<file path="src/rtl/muldiv_pkg.sv">
// Shared definitions for the iterative multiply/divide controller: op codes,
// FSM states, operand width and iteration count.
package muldiv_pkg;

    localparam int MD_XLEN = 32;
    localparam int MD_ITER = 32;

    typedef enum logic [2:0] {
        OP_MULT  = 3'b000,
        OP_MULTU = 3'b001,
        OP_DIV   = 3'b010,
        OP_DIVU  = 3'b011,
        OP_MTHI  = 3'b100,
        OP_MTLO  = 3'b101
    } op_e;

    typedef enum logic [1:0] {
        ST_IDLE = 2'd0,
        ST_RUN  = 2'd1,
        ST_FIX  = 2'd2
    } state_e;

    function automatic logic [MD_XLEN-1:0] neg32(input logic [MD_XLEN-1:0] v);
        return ~v + {{(MD_XLEN-1){1'b0}}, 1'b1};
    endfunction

    function automatic logic [2*MD_XLEN-1:0] neg64(input logic [2*MD_XLEN-1:0] v);
        return ~v + {{(2*MD_XLEN-1){1'b0}}, 1'b1};
    endfunction

endpackage

</file>
<file path="src/rtl/muldiv_step.sv">
// One iteration of shift-add multiply or restoring divide, built around a
// single 33-bit adder that subtracts (invert + carry-in) in divide mode.
module muldiv_step
    import muldiv_pkg::*;
#(
    parameter int XLEN = MD_XLEN
) (
    input  logic            i_div,
    input  logic [XLEN-1:0] i_hi,
    input  logic [XLEN-1:0] i_lo,
    input  logic [XLEN-1:0] i_opb,
    output logic [XLEN-1:0] o_hi,
    output logic [XLEN-1:0] o_lo
);

    logic [XLEN:0] w_a;
    logic [XLEN:0] w_b;
    logic [XLEN:0] w_sum;
    logic          w_cin;

    always_comb begin
        w_a   = '0;
        w_b   = '0;
        w_cin = 1'b0;
        o_hi  = '0;
        o_lo  = '0;
        if (i_div) begin
            // The remainder stays below the divisor, so bit 32 of the trial is its sign.
            w_a   = {i_hi, i_lo[XLEN-1]};
            w_b   = ~{1'b0, i_opb};
            w_cin = 1'b1;
        end else begin
            w_a   = {1'b0, i_hi};
            w_b   = i_lo[0] ? {1'b0, i_opb} : '0;
        end
        w_sum = w_a + w_b + {{XLEN{1'b0}}, w_cin};
        if (i_div) begin
            if (!w_sum[XLEN]) begin
                o_hi = w_sum[XLEN-1:0];
                o_lo = {i_lo[XLEN-2:0], 1'b1};
            end else begin
                o_hi = w_a[XLEN-1:0];
                o_lo = {i_lo[XLEN-2:0], 1'b0};
            end
        end else begin
            o_hi = w_sum[XLEN:1];
            o_lo = {w_sum[0], i_lo[XLEN-1:1]};
        end
    end

endmodule

</file>
<file path="src/rtl/muldiv_ctrl.sv">
// MIPS HI/LO multiply/divide controller: 32 RUN cycles plus one FIX cycle.
// Signed MULT/DIV are enabled by defining MULDIV_SIGNED_EN; otherwise they run unsigned.
module muldiv_ctrl
    import muldiv_pkg::*;
#(
    parameter int XLEN = MD_XLEN,
    parameter int ITER = MD_ITER
) (
    input  logic            clk,
    input  logic            rst_n,
    input  logic            start,
    input  logic [2:0]      op,
    input  logic [XLEN-1:0] rs_val,
    input  logic [XLEN-1:0] rt_val,
    input  logic            flush,
    input  logic            mf_req,
    output logic            busy,
    output logic            done,
    output logic            stall,
    output logic [XLEN-1:0] hi,
    output logic [XLEN-1:0] lo
);

    state_e            r_state;
    state_e            w_next;
    logic [5:0]        r_cnt;
    logic              r_done;
    logic [XLEN-1:0]   r_hi;
    logic [XLEN-1:0]   r_lo;

    logic [XLEN-1:0]   r_acc;
    logic [XLEN-1:0]   r_qlo;
    logic [XLEN-1:0]   r_opb;
    logic [XLEN-1:0]   r_dvd;
    logic              r_div;
    logic              r_dvz;

    logic              w_idle;
    logic              w_md_start;
    logic              w_mt;
    logic              w_fix_wr;
    logic [XLEN-1:0]   w_rs_mag;
    logic [XLEN-1:0]   w_rt_mag;
    logic              w_neg_q;
    logic              w_neg_r;
    logic [XLEN-1:0]   w_step_hi;
    logic [XLEN-1:0]   w_step_lo;
    logic [2*XLEN-1:0] w_prod;
    logic [XLEN-1:0]   w_quot;
    logic [XLEN-1:0]   w_rem;

    assign w_idle     = (r_state == ST_IDLE);
    assign w_md_start = w_idle && start && !flush && !op[2];
    assign w_mt       = w_idle && start && !flush && (op == OP_MTHI || op == OP_MTLO);
    assign w_fix_wr   = (r_state == ST_FIX) && !flush;

`ifdef MULDIV_SIGNED_EN
    logic w_sgn;
    logic r_neg_q;
    logic r_neg_r;

    assign w_sgn    = !op[0];
    assign w_rs_mag = (w_sgn && rs_val[XLEN-1]) ? neg32(rs_val) : rs_val;
    assign w_rt_mag = (w_sgn && rt_val[XLEN-1]) ? neg32(rt_val) : rt_val;
    assign w_neg_q  = r_neg_q;
    assign w_neg_r  = r_neg_r;

    always_ff @(posedge clk) begin
        if (w_md_start) begin
            r_neg_q <= w_sgn && (rs_val[XLEN-1] ^ rt_val[XLEN-1]);
            r_neg_r <= w_sgn && rs_val[XLEN-1];
        end
    end
`else
    assign w_rs_mag = rs_val;
    assign w_rt_mag = rt_val;
    assign w_neg_q  = 1'b0;
    assign w_neg_r  = 1'b0;
`endif

    muldiv_step #(.XLEN(XLEN)) u_step (
        .i_div (r_div),
        .i_hi  (r_acc),
        .i_lo  (r_qlo),
        .i_opb (r_opb),
        .o_hi  (w_step_hi),
        .o_lo  (w_step_lo)
    );

    // Sign fix-up; the remainder follows the dividend's sign.
    assign w_prod = w_neg_q ? neg64({r_acc, r_qlo}) : {r_acc, r_qlo};
    assign w_quot = w_neg_q ? neg32(r_qlo) : r_qlo;
    assign w_rem  = w_neg_r ? neg32(r_acc) : r_acc;

    always_comb begin
        w_next = r_state;
        case (r_state)
            ST_IDLE: if (w_md_start) w_next = ST_RUN;
            ST_RUN:  if (r_cnt == 6'(ITER-1)) w_next = ST_FIX;
            ST_FIX:  w_next = ST_IDLE;
            default: w_next = ST_IDLE;
        endcase
        if (flush) w_next = ST_IDLE;
    end

    always_ff @(posedge clk or negedge rst_n) begin
        if (!rst_n) begin
            r_state <= ST_IDLE;
            r_cnt   <= '0;
            r_done  <= 1'b0;
            r_hi    <= '0;
            r_lo    <= '0;
        end else begin
            r_state <= w_next;
            r_done  <= w_fix_wr;
            if (flush || r_state != ST_RUN) r_cnt <= '0;
            else                            r_cnt <= r_cnt + 6'd1;
            if (w_fix_wr) begin
                if (!r_div) begin
                    {r_hi, r_lo} <= w_prod;
                end else if (r_dvz) begin
                    r_hi <= r_dvd;
                    r_lo <= '1;
                end else begin
                    r_hi <= w_rem;
                    r_lo <= w_quot;
                end
            end else if (w_mt) begin
                if (op == OP_MTHI) r_hi <= rs_val;
                else               r_lo <= rs_val;
            end
        end
    end

    // Working registers: the multiplier/dividend shifts through r_qlo.
    always_ff @(posedge clk) begin
        if (w_md_start) begin
            r_div <= op[1];
            r_dvz <= (rt_val == '0);
            r_dvd <= rs_val;
            r_acc <= '0;
            if (op[1]) begin
                r_qlo <= w_rs_mag;
                r_opb <= w_rt_mag;
            end else begin
                r_qlo <= w_rt_mag;
                r_opb <= w_rs_mag;
            end
        end else if (r_state == ST_RUN) begin
            r_acc <= w_step_hi;
            r_qlo <= w_step_lo;
        end
    end

    assign busy  = !w_idle;
    assign done  = r_done;
    assign stall = mf_req && busy;
    assign hi    = r_hi;
    assign lo    = r_lo;

endmodule

</file>
<file path="config.mk">
export PLATFORM = sky130hd
export DESIGN_NAME = muldiv_ctrl
export DESIGN_NICKNAME = d
export VERILOG_FILES = /design/src/rtl/muldiv_pkg.sv /design/src/rtl/muldiv_step.sv /design/src/rtl/muldiv_ctrl.sv
export SDC_FILE = /design/constraint.sdc
export NUM_CORES = 1
export LEC_CHECK = 0
export ABC_AREA = 1
export BUFFER_PORTS_ARGS = -buffer_cell sky130_fd_sc_hd__buf_2
export CAP_MARGIN = 10
export CORE_ASPECT_RATIO = 1.75
export CORE_UTILIZATION = 60
export DETAILED_ROUTE_END_ITERATION = 7
export GPL_ROUTABILITY_DRIVEN = 0
export PLACE_DENSITY_LB_ADDON = 0.25
export RECOVER_POWER = 25
export SETUP_SLACK_MARGIN = 0.05
export SLEW_MARGIN = 20
export SYNTH_ARGS = -nofsm -noshare
export SYNTH_HDL_FRONTEND = slang
export SYNTH_SLANG_ARGS = --single-unit
</file>
<file path="constraint.sdc">
create_clock -name clk -period 7.3 [get_ports clk]
set_clock_uncertainty 0.2 [all_clocks]
set_input_delay 1.46 -clock clk [delete_from_list [all_inputs] [get_ports clk]]
set_output_delay 1.46 -clock clk [all_outputs]
set_load 0.05 [all_outputs]
</file>
==> impl_results.md <==
* Starting density of the core at 0.610
* First-pass GRT wire length at approximately 64,000 um
* CP top delay family: buffers and inverters
* Layout Area Growth over Synthesis at 10.6%
* Critical path's slowest cell: clkbuf_1
* Clk slew on worst S/H paths at 0.06 ns
* DR DRC count at 0
* Most used flip-flop cell after synthesis: edfxtp_1
* Failing checks: max-capacitance violations, max-slew violations
* Cell repeated most along the worst path: clkbuf_1
* Pwr/cell area at 346 mW/mm^2
* CP Class: input port to async pin
* Max-Slew Margin vs Limit at -1.12
* Row count at just over 70
* Detailed placer's ending HPWL at around 28,000 um
* Boundary pin count at about 140
* Synth top cells by count: 504 x nand2_1, 232 x inv_1, 200 x o21ai_0, 167 x nor2_1, 131 x nand3_1
* Yosys top cell area share at 0.219
* # nets final at 2,073
* Total negative slack at 0 ns
* Post-Syn Area at between 0.01 and 0.015 mm^2
* CTS H-Tree Depth at 1
* Layout cells sized above 1 at 0.127
* Worst Hold Class: flop to flop
* Largest fanout on the critical path at 56
* Most common cell in the netlist: nand2_1
* Reg area at around 0.0054 mm^2
* CP Launch Type: input port
* Synth Warn # at 0
* Post-DRT Antenna Nets at 0
* Tmin final at between 4 and 5 ns
* Fin crit share at 0.681
* RSZ-0062 raised after global routing: false
* Final setup viols at 0
* Post-cts gate resize count at 0
* Post-CTS repair timing setup buffer count at 0
* Synth area leaders: edfxtp_1 22%, nand2_1 14%, dfrtp_1 14%
* Syn avg cell area at 7.12 um^2
* Post-Route WL at roughly 40,000 um
* CP Depth at 2
* Vias at about 13,000
* CTS tree: built
* Pre-antenna DRT Iters at 5
* Die Area at roughly 0.023 mm^2
* Register-to-Register Path Depth at 19
* Worst path cell trace: clkbuf_1, clkbuf_1
* Yosys reg bits at between 200 and 250
* Core ar. at 0.0221 mm^2
* Post-synth EDFFs at 98
* CTS root buffer: clkbuf_16
* Cell taking the most area after synthesis: edfxtp_1
* Syn Nets at roughly 2,000
* Syn Inst Count at between 1,500 and 2,000
* Max Root-Sink Buffers at 3
* Hold Crit Depth at 1
* FILL cells at 1,921
* Status: finished, violations left
* Max Clock Freq at between 200 and 250 MHz
* Vias in the first global route at roughly 12,000
* Yosys cell types at between 40 and 50
* Die Wd at about 120 um
* WP data arrival at 4.65 ns
* Clock latency on the worst-skew pair at between 0.4 and 0.5 ns
* Layout Utilization at 0.674
* Total congestion overflow at 0
* Critical Path RT at roughly 7.0 ns
* Pins Over Slew Limit at 57
* Clk sink count at around 200
* Drt wl/cell at 17.5 um
* Buf+Inv Stages, Crit Path at 2
* CTS Buf Count at 19
* CP max stage delay at ~2.3 ns
* Input/output buffers at roughly 140
* Worst vdd ir at about 250 uV
* Largest net degree at the start of global routing at between 100 and 150
* Hold_buf cts at 0
* Post-synthesis sequential area ratio at 0.402
* Hold Fails Final Rpt at 0
* Critical Path Sink Type: async pin
* Design area at approximately 0.015 mm^2
* Post-Place Cell Area at 0.0143 mm^2
* Multi-input gate area at roughly 0.0067 mm^2
* Chip height at around 200 um
* Leak Pwr at approximately 7.3 nW
* Total GRT Usage at 0.354
* Slew @ Worst Pin at about 3.2 ns
* Antenna violations before repair at 0
* Max_cap viols at 1
* Asr flop ratio synth at 0.360
* Antenna cells at 0
* Routed vias/inst at between 5 and 6
* Drt initial violations at 974
-- where the power goes --
group          total [mW]  switching (mW)  internal [mW]
clock network        1.10           0.432          0.665
registers            1.64           0.187           1.46
logic                2.41            1.72          0.688
-- worst paths after layout --
path,startpoint,end,slack (ns)
max,rst_n,hi[5]$_DFFE_PN0P_,2.33
min,r_cnt[0]$_DFF_PN0_,r_cnt[0]$_DFF_PN0_,0.26
max reg2reg,r_div$_DFFE_PP_,r_qlo[0]$_DFFE_PP_,3.04
min reg2reg,r_cnt[0]$_DFF_PN0_,r_cnt[0]$_DFF_PN0_,0.26
max in group clk,r_div$_DFFE_PP_,r_qlo[0]$_DFFE_PP_,3.04
min in group asynchronous,rst_n,hi[23]$_DFFE_PN0P_,0.96
-- cells in the final DEF, fill, tap and decap left out, types with 2 or more instances in the layout --
master,n
nand2_1,503
inv_1,229
o21ai_0,200
nor2_1,165
nand3_1,131
buf_2,104
edfxtp_1,98
a21oi_1,90
dfrtp_1,73
o211ai_1,43
clkbuf_1,38
a31oi_1,33
ha_1,32
dfxtp_1,32
or2_2,30
nand2_2,19
clkbuf_16,19
nand3_2,14
inv_2,13
a21oi_2,13
buf_4,13
xnor2_1,10
nand4_1,9
nor4_1,8
nand3b_1,8
nand2_4,6
clkinv_1,5
bufinv_16,5
nor2_2,4
mux2i_1,4
and2_1,4
clkinv_2,3
nor2_4,2
a21o_1,2
nor3_1,2
fa_1,2
-- area by class of cell --
| cell class | count | area share |
|---|---|---|
| multi-input combinational | 1345 | 0.453 |
| sequential | 203 | 0.363 |
| inverter | 245 | 0.0618 |
| timing repair buffer | 153 | 0.0517 |
| clock buffer | 23 | 0.0336 |
| tap | 296 | 0.0249 |
| clock inverter | 10 | 0.0116 |
-- flip-flops by register name, summed over array words and instances (netlist names) --
signal   cells
done         1
hi          32
lo          32
r_acc       32
r_cnt        6
r_div        1
r_dvd       32
r_dvz        1
r_opb       32
r_qlo       32
r_state      2
-- per-stage QoR --
stage	worst slack, ns	std cells	power [mW]	hold WS [ns]
after floorplan	0.656	1889	3.43	0.232
after global placement	3.33	2241	3.97	0.247
after detailed placement	3.12	2241	4.02	0.262
after CTS	3.08	2274	5.13	0.270
after global routing	1.61	2275	5.45	0.285
final	2.33	2275	5.15	0.264
-- cells by family (layout without fill, tap and decap cells) --
| kind of cell | count (synthesis) | after routing | synth area share |
|---|---|---|---|
| flip-flops | 203 | 203 | 0.402 |
| AND/OR/NAND/NOR | 909 | 909 | 0.294 |
| adder cells (fa/ha/maj) | 34 | 34 | 0.0327 |
| buffers and inverters | 341 | 431 | 0.0987 |
| AO/OA/AOI/OAI | 387 | 387 | 0.162 |
| XOR/XNOR | 11 | 11 | 0.00716 |
| multiplexers | 4 | 4 | 0.00298 |
-- per-layer routing --
metal	wire length, um	global-route usage
met5	0	0
met4	2140	0.188
met3	2700	0.0368
met2	19700	0.599
met1	15300	0.446
Power figures use the tool's default switching activity.
